## config.mk

```make
export PLATFORM = sky130hd
export DESIGN_NAME = pipe_delay_line
export DESIGN_NICKNAME = d
export VERILOG_FILES = /design/src/rtl/dsp_pipe_pkg.sv /design/src/rtl/pipe_stage.sv /design/src/rtl/pipe_delay_line.sv
export SDC_FILE = /design/constraint.sdc
export NUM_CORES = 1
export LEC_CHECK = 0
export ABC_AREA = 1
export BUFFER_PORTS_ARGS = -buffer_cell sky130_fd_sc_hd__buf_4
export CELL_PAD_IN_SITES_DETAIL_PLACEMENT = 1
export CELL_PAD_IN_SITES_GLOBAL_PLACEMENT = 1
export CORE_ASPECT_RATIO = 1.5
export CORE_MARGIN = 5
export CORE_UTILIZATION = 45
export CTS_CLUSTER_DIAMETER = 120
export DETAILED_ROUTE_END_ITERATION = 8
export HOLD_SLACK_MARGIN = 0.1
export PLACE_DENSITY_LB_ADDON = 0.25
export SETUP_SLACK_MARGIN = 0.2
export SLEW_MARGIN = 20
export SYNTH_ARGS = -nofsm -noshare
export SYNTH_HDL_FRONTEND = slang
export SYNTH_SLANG_ARGS = --single-unit
```

## constraint.sdc

```tcl
create_clock -name CLK -period 2.9 [get_ports CLK]
set_input_delay 0.145 -clock CLK [delete_from_list [all_inputs] [get_ports CLK]]
set_output_delay 0.145 -clock CLK [all_outputs]
set_load 0.05 [all_outputs]
```

## src/rtl/dsp_pipe_pkg.sv

```systemverilog
// Shared types, constants and helpers for the DSP48A1 pipeline delay line.
package dsp_pipe_pkg;

  localparam int unsigned MAX_WIDTH = 64;
  localparam int unsigned MAX_DEPTH = 64;

  localparam logic [MAX_WIDTH-1:0] RESET_DATA = '0;

  // Requested latency saturated to the number of physical stages.
  function automatic int unsigned clamp_lat(input int unsigned sel, input int unsigned depth);
    return (sel > depth) ? depth : sel;
  endfunction

  function automatic int unsigned popcount(input logic [MAX_DEPTH-1:0] bits);
    int unsigned n;
    n = 0;
    for (int i = 0; i < int'(MAX_DEPTH); i++) begin
      n = n + 32'(bits[i]);
    end
    return n;
  endfunction

endpackage

```

## src/rtl/pipe_stage.sv

```systemverilog
// One data register plus valid bit of the delay line.
module pipe_stage
  import dsp_pipe_pkg::*;
#(
  parameter int unsigned WIDTH = 18
) (
  input  logic             CLK,
  input  logic             RST_N,
  input  logic             CEN,
  input  logic             SCLR,
  input  logic             load_en,
  input  logic             force_invalid,
  input  logic             src_valid,
  input  logic [WIDTH-1:0] src_data,
  output logic             vld_q,
  output logic [WIDTH-1:0] data_q
);

  logic             vld_d;
  logic [WIDTH-1:0] data_d;

  // Data only moves with a valid item so idle cycles do not toggle the register.
  always_comb begin
    vld_d  = vld_q;
    data_d = data_q;
    if (SCLR) begin
      vld_d  = 1'b0;
      data_d = WIDTH'(RESET_DATA);
    end else if (CEN) begin
      if (force_invalid) begin
        vld_d = 1'b0;
      end else if (load_en) begin
        vld_d = src_valid;
        if (src_valid) begin
          data_d = src_data;
        end
      end
    end
  end

  always_ff @(posedge CLK or negedge RST_N) begin
    if (!RST_N) begin
      vld_q  <= 1'b0;
      data_q <= WIDTH'(RESET_DATA);
    end else begin
      vld_q  <= vld_d;
      data_q <= data_d;
    end
  end

endmodule

```

## src/rtl/pipe_delay_line.sv

```systemverilog
// Multi-stage register pipeline with runtime latency 0..DEPTH, stall, clear and occupancy.
module pipe_delay_line
  import dsp_pipe_pkg::*;
#(
  parameter int unsigned WIDTH    = 18,
  parameter int unsigned DEPTH    = 4,
  parameter int unsigned LAT_INIT = DEPTH,
  parameter int unsigned LW       = $clog2(DEPTH + 1)
) (
  input  logic             CLK,
  input  logic             RST_N,
  input  logic             CEN,
  input  logic             SCLR,
  input  logic [LW-1:0]    LAT_SEL,
  input  logic             IN_VALID,
  input  logic [WIDTH-1:0] IN,
  output logic             OUT_VALID,
  output logic [WIDTH-1:0] OUT,
  output logic [LW-1:0]    OCC,
  output logic             LAT_PEND
);

  logic [LW-1:0]    lat_q;
  logic [LW-1:0]    lat_d;
  logic [LW-1:0]    lat_sel_clamped;
  logic [WIDTH-1:0] stage_data [DEPTH];
  logic [DEPTH-1:0] stage_vld;

  assign lat_sel_clamped = LW'(clamp_lat(32'(LAT_SEL), DEPTH));

  for (genvar k = 0; k < int'(DEPTH); k++) begin : g_stage
    logic [WIDTH-1:0] src_data;
    logic             src_valid;
    logic             in_range;

    if (k == 0) begin : g_first
      assign src_data  = IN;
      assign src_valid = IN_VALID;
    end else begin : g_chain
      assign src_data  = stage_data[k-1];
      assign src_valid = stage_vld[k-1];
    end

    // Stages beyond the active latency drain to invalid; latency 0 captures nothing.
    assign in_range = (32'(lat_q) >= 32'(k + 1));

    pipe_stage #(
      .WIDTH(WIDTH)
    ) u_stage (
      .CLK          (CLK),
      .RST_N        (RST_N),
      .CEN          (CEN),
      .SCLR         (SCLR),
      .load_en      (in_range),
      .force_invalid(!in_range || (lat_q == '0)),
      .src_valid    (src_valid),
      .src_data     (src_data),
      .vld_q        (stage_vld[k]),
      .data_q       (stage_data[k])
    );
  end

  // Output tap: combinational bypass at latency 0, otherwise stage lat_q.
  always_comb begin
    OUT       = IN;
    OUT_VALID = IN_VALID;
    if (lat_q != '0) begin
      OUT       = WIDTH'(RESET_DATA);
      OUT_VALID = 1'b0;
      for (int i = 0; i < int'(DEPTH); i++) begin
        if (lat_q == LW'(i + 1)) begin
          OUT       = stage_data[i];
          OUT_VALID = stage_vld[i];
        end
      end
    end
  end

  assign OCC      = LW'(popcount(MAX_DEPTH'(stage_vld)));
  assign LAT_PEND = (lat_sel_clamped != lat_q);

  // Latency switches only on an empty pipe with no item about to enter it.
  always_comb begin
    lat_d = lat_q;
    if (SCLR) begin
      lat_d = lat_sel_clamped;
    end else if ((OCC == '0) && !(CEN && IN_VALID && (lat_q != '0))) begin
      lat_d = lat_sel_clamped;
    end
  end

  always_ff @(posedge CLK or negedge RST_N) begin
    if (!RST_N) begin
      lat_q <= LW'(LAT_INIT);
    end else begin
      lat_q <= lat_d;
    end
  end

endmodule

```

* Word-level counts from Yosys, hierarchy flattened *
Cells that the tools add are included.

word-level totals
  flip-flop bits (word level) = 79
  input port bits = 26
  output and inout port bits = 23
  word-level logic and storage cells = 112

cells by class
  add/subtract/negate cells = 3
  $lt $le $gt $ge = 5
  equality and inequality tests = 9
  multiplexer cells = 49
  reduce and logical (&&, ||, !) cells = 37

operators with widths
  operator                                                                             count
  18-bit 2-to-1 mux                                                                    25
  1-bit 2-to-1 mux                                                                     21
  2-bit nonzero test                                                                   10
  4-bit AND reduction                                                                  4
  3-bit nonzero test                                                                   5
  3-bit 2-to-1 mux                                                                     3
  2-bit != test, second input constant                                                 4
  2-bit AND reduction                                                                  4
  3-bit by 2-bit == test with 1-bit output, second input constant                      2
  3-bit by 2-bit greater-or-equal comparator with 1-bit output, second input constant  2
  3-bit zero test                                                                      2
  1-bit zero test                                                                      5
  1-bit logical OR                                                                     4
  2-bit by 1-bit adder with 3-bit output                                               1
  3-bit by 1-bit adder with 3-bit output                                               1
  3-bit by 1-bit == test with 1-bit output, second input constant                      1
  3-bit == test, second input constant                                                 1
  3-bit by 1-bit greater-or-equal comparator with 1-bit output, second input constant  1
  3-bit greater-or-equal comparator, second input constant                             1
  3-bit greater-than comparator, second input constant                                 1
  1-bit logical AND                                                                    3
  3-bit != test                                                                        1
  1-bit by 1-bit adder with 2-bit output                                               1

* Depth between registers and ports, before layout *
  word-level depth = 7
  mapped depth = 11
  gate-level depth less buffers = 11

* Cells and area by module *
A second synthesis with hierarchy kept.

unflattened totals
  cell total of the unflattened synthesis = 602
  area, all modules = 4773.3 um^2

modules (own cells, without submodules)
  module           times used  cells each  area each (um^2)  seq. area each (um^2)
  pipe_stage       4           92          913.4             475.5
  pipe_delay_line  1           234         1119.8            76.3

* Worst setup path after synthesis *
OpenSTA, ideal clock, no wires.

  kind = reg-to-reg
  start = reg g_stage[0].u_stage.vld_q
  end = reg lat_q[1]
  library setup time = 118 ps
  arrival time = 2111 ps
  data required time = 2782 ps
  slack = 671 ps
  cell stages (with the launch flop) = 12
  path buffers = 0
  period minus slack after synthesis = 2229 ps
  cell sequence = dfrtp_1 > inv_1 > fa_1 > inv_1 > ha_1 > ha_1 > nor2_1 > nand2_1 > nand2_1 > nand2_1 > nand2_1 > nand2_1

on the way
  cells in the longest elaborated chain, start to end = 6

RTL lines
  item                                    line                   source
  from (decl)                             pipe_stage.sv:15       output logic vld_q,
  from (signal assigned)                  pipe_stage.sv:46       vld_q <= vld_d;
  1-bit by 1-bit adder with 2-bit output  dsp_pipe_pkg.sv:18     n = n + 32'(bits[i]);
  2-bit by 1-bit adder with 3-bit output  dsp_pipe_pkg.sv:18
  3-bit by 1-bit adder with 3-bit output  dsp_pipe_pkg.sv:18
  named net OCC[1]                        pipe_delay_line.sv:19  output logic [LW-1:0] OCC,
  3-bit zero test                         pipe_delay_line.sv:87  end else if ((OCC == '0) && !(CEN && IN_VALID && (lat_q != '0))) begin
  1-bit logical AND                       pipe_delay_line.sv:87
  2-bit nonzero test (no line)            n/a
  to (signal assigned)                    pipe_delay_line.sv:94  lat_q <= LW'(LAT_INIT);
  to (signal assigned)                    pipe_delay_line.sv:96  lat_q <= lat_d;
  to (decl)                               pipe_delay_line.sv:23  logic [LW-1:0] lat_q;

The timed path passes the listed nets, and every way through them passes these cells.
A chain may end at the register's enable or synchronous reset.

* Worst setup path after layout *
  start = reg lat_q[1]
  end = out OUT[2]

on the way
  cells in the longest elaborated chain, start to end = 6
  elaborated cells on any way between the ends = 10
  classes of those cells = eq/ne (4); mux (5); reduce/logical (1)

RTL lines
  item                                      line                   source
  3-bit by 1-bit == test with 1-bit output  pipe_delay_line.sv:71  if (lat_q == LW'(i + 1)) begin
  18-bit 2-to-1 mux (4 in a row)            pipe_delay_line.sv:71
  18-bit 2-to-1 mux (*)                     pipe_delay_line.sv:67  if (lat_q != '0) begin
  to (decl)                                 pipe_delay_line.sv:18  output logic [WIDTH-1:0] OUT,

Mark *: on every way between the ends. The rest lies on a longest branch, timed or not.

==> summary.txt <==
STA
  • Total count of max-transition violations in the final report: 0
  • Post-layout minimum cycle time: 2.46 ns
  • Slew at the pin with the worst max-slew slack: 0.900 ns
  • Fmax: 406 MHz
  • Setup violation total in the final timing report: 0
  • Worst Hold Margin: 0.107 ns
  • Final period utilization: 84.9%
  • Slew HR: 39.8%
  • Setup repair after global routing missed its margin: no
  • Maximum clock skew at final layout: 0.00717 ns
  • Number of failing hold endpoints at the final stage: 0
  • Post-route setup TNS: 0 ns
  • Final worst slack: 0.437 ns

Layout
  • Layout overhead on the synthesized area: 18.6%
  • Filler instances: 1,152
  • Layout cell share with drive strength beyond 1: 15.9%
  • Total Nets Final: 629
  • Count of non-filler cells in the finished layout: 717
  • Final Core Density: 54.5%
  • Antenna diode count: 0

GRT
  • Number of antenna violations at the first check in global routing: 0
  • Global Route Usage Sum: 25.8%
  • Final global-route overflow total: 0
  • Vias in the first global route: 4,431
  • Global-route wire length before repair: 22,700 um
  • Maximum number of pins on one net before global-route repair: 80

Floorplanning
  • Row cnt: 43
  • Core Region: 9200 um2
  • Top-level port count: 49
  • Overall die height: 129 um
  • Die W: 89.2 um
  • Die area: 11,500 um2
  • Initial standard-cell utilization of the core: 46.0%

Clocking
  • Clock root buffer master: sky130_fd_sc_hd__clkbuf_16
  • Bufs on Longest Clock Path: 2
  • TritonCTS clock tree: yes
  • CTS sink count: 79
  • Number of H-tree levels: 3
  • Number of gates resized after cts: 0
  • Clk pin slew, worst setup/hold paths: 0.06 ns
  • Latest clock arrival within the worst-skew pair: 0.34 ns
  • Number of buffers inserted during clock tree synthesis: 9

Routing
  • Pre-Repair DR Iteration Count: 4
  • Total wire length: 13,700 um
  • Via count: 4,033
  • Number of design-rule violations left by the first detailed-router iteration: 222
  • Average wire per standard cell: 19.1 um
  • Average via count per standard cell: 5.62
  • DRC violation count after routing: 0
  • Number of nets with antenna violations after detailed routing: 0

Placed design
  • Placed cells: 689
  • Post-DP HPWL: 9140 um
  • Input/output buffers: 48
  • Worst slack at placement: 0.740 ns
  • Routability-driven placement congestion ratio: 0.836

Synthesis
  • Mean instance size in the synthesized netlist: 7.65 um2
  • Gate Count Post-Synth: 553
  • Mapped Area: 4230 um2
  • Mapped Nets: 582
  • #FFs+latches synth: 79
  • Seq/Total Area, Yosys: 46.8%
  • Count of cell types in the netlist: 25
  • Total of warnings raised by yosys: 0

Critical path
  • CP Max Fanout: 23
  • Required time at the worst-slack endpoint: 2.76 ns
  • Crit path arrival time: 2.32 ns
  • Worst setup EP type: output port
  • Kind of critical path: register to output port
  • Critical path startpoint category: register

Hold path
  • Hold crit path type: input port to register

Power
  • Leakage Power: 2.51 nW
  • Pwr per Cell Area: 580 nW/um2
  • Peak ir drop on the vdd network: 0.331 mV

Status
  • Outcome: complete, no violations

Job
  • Max-capacitance violation count: 0
==> cells by family after synthesis <==
group                      Yosys count  share of synthesized area (%)
AOI/OAI and AO/OA                   62                           8.73
and+or+nand+nor                    343                           35.7
buffers and inverters               66                           7.72
adders and majority gates            3                           1.06
DFF                                 79                           46.8
==> critical path: stages, from the launching register on <==
cell and delay, ns:
sky130_fd_sc_hd__dfrtp_1 0.50, sky130_fd_sc_hd__nor2_4 0.58, sky130_fd_sc_hd__nand2_4 0.09, sky130_fd_sc_hd__inv_2 0.29
sky130_fd_sc_hd__nand2_1 0.16, sky130_fd_sc_hd__nand3_1 0.14, sky130_fd_sc_hd__buf_4 0.21
==> path summary, 6_finish.rpt <==
path                                                     startpoint                                   endpoint  slack (ns)  cells after the start
max                                            lat_q[1]$_DFFE_PN0P_                                     OUT[2]        0.44                      6
min reg2reg                g_stage[2].u_stage.data_q[3]$_DFFE_PN0P_   g_stage[2].u_stage.data_q[3]$_DFFE_PN0P_        0.48                      2
max reg2reg                    g_stage[0].u_stage.vld_q$_DFFE_PN0P_                       lat_q[1]$_DFFE_PN0P_        0.74                     11
min                                                           IN[0]   g_stage[0].u_stage.data_q[0]$_DFFE_PN0P_        0.11                      3
max in group asynchronous                                     RST_N   g_stage[3].u_stage.data_q[0]$_DFFE_PN0P_        1.97                      2
min in group asynchronous                                     RST_N  g_stage[3].u_stage.data_q[15]$_DFFE_PN0P_        0.40                      2
==> routing by layer <==
| metal | up-vias | routed length, um | global-route usage [%] |
|---|---|---|---|
| met5 | - | 0 | 0 |
| met4 | 0 | 398 | 10.6 |
| met3 | 23 | 453 | 2.82 |
| met2 | 87 | 7450 | 46.0 |
| met1 | 2054 | 5410 | 30.9 |
| li1 | 1869 | - | - |
==> state kept, by name, summed over array words and instances (netlist names) <==
name,count
g_stage.u_stage.data_q,72
g_stage.u_stage.vld_q,4
lat_q,3
==> report_power, final <==
group	internal, mW	switching, mW
sequential	1.13	0.0306
combinational	0.163	0.441
clock	0.687	0.461
total	1.98	0.932
==> through the flow <==
step           cell area, um2  power [mW]
2_1_floorplan            4230        1.56
4_1_cts                  5010        2.92
3_3_place_gp             4600        1.76
3_5_place_dp             4600        1.77
5_1_grt                  5020        3.01
6_report                 5020        2.91
==> cells in the mapped netlist <==
cell type	count	area share [%]
sky130_fd_sc_hd__nand2_1	243	22
sky130_fd_sc_hd__dfrtp_1	78	46
sky130_fd_sc_hd__nand3_1	65	7.7
sky130_fd_sc_hd__o21ai_0	40	4.7
sky130_fd_sc_hd__inv_1	32	2.8
sky130_fd_sc_hd__nand4_1	18	2.7
sky130_fd_sc_hd__buf_2	12	1.4
sky130_fd_sc_hd__o21ai_2	12	2.5
sky130_fd_sc_hd__buf_6	7	1.9
sky130_fd_sc_hd__nor2_1	7	0.62
sky130_fd_sc_hd__o21ai_1	7	0.83
sky130_fd_sc_hd__clkbuf_1	6	0.53
sky130_fd_sc_hd__nor2_4	4	1.1
sky130_fd_sc_hd__buf_1	3	0.27
sky130_fd_sc_hd__buf_4	3	0.53
sky130_fd_sc_hd__inv_2	3	0.27
sky130_fd_sc_hd__ha_1	2	0.59
sky130_fd_sc_hd__nand2_4	2	0.53
sky130_fd_sc_hd__nand3_4	2	0.83
sky130_fd_sc_hd__nor3_4	2	0.77
sky130_fd_sc_hd__a21oi_1	1	0.12
sky130_fd_sc_hd__a21oi_4	1	0.38
sky130_fd_sc_hd__dfstp_2	1	0.62
sky130_fd_sc_hd__fa_1	1	0.47
sky130_fd_sc_hd__o21bai_1	1	0.18
==> final cells by class <==
cell class	count	area, um2	share of cell area, %
Sequential cell	79	1980	39.4
Timing Repair Buffer	67	549	11.0
Tap cell	112	140	2.79
Clock inverter	4	45.0	0.898
Inverter	35	131	2.62
Multi-Input combinational cell	408	1930	38.4
Clock buffer	12	246	4.91
==> what timing repair did <==
item                      in CTS  in global routing
setup buffers                  0                  0
hold buffers                  12                  0
hold endpoints to repair      89                  0
==> placed cells by master (no fill, tap or decap), drive strengths merged, types with 2 or more instances in the layout <==
cell type	Yosys	routed
nand2	245	245
inv	35	35
nand4	18	18
a21oi	2	2
dlygate4sd3	0	12
clkinv	0	3
nor3	2	2
buf	25	55
dfrtp	78	78
clkbuf	6	12
nand3	67	67
o21ai	59	59
nor2	11	11
ha	2	2
No activity file was read; power rests on OpenSTA's default activity.
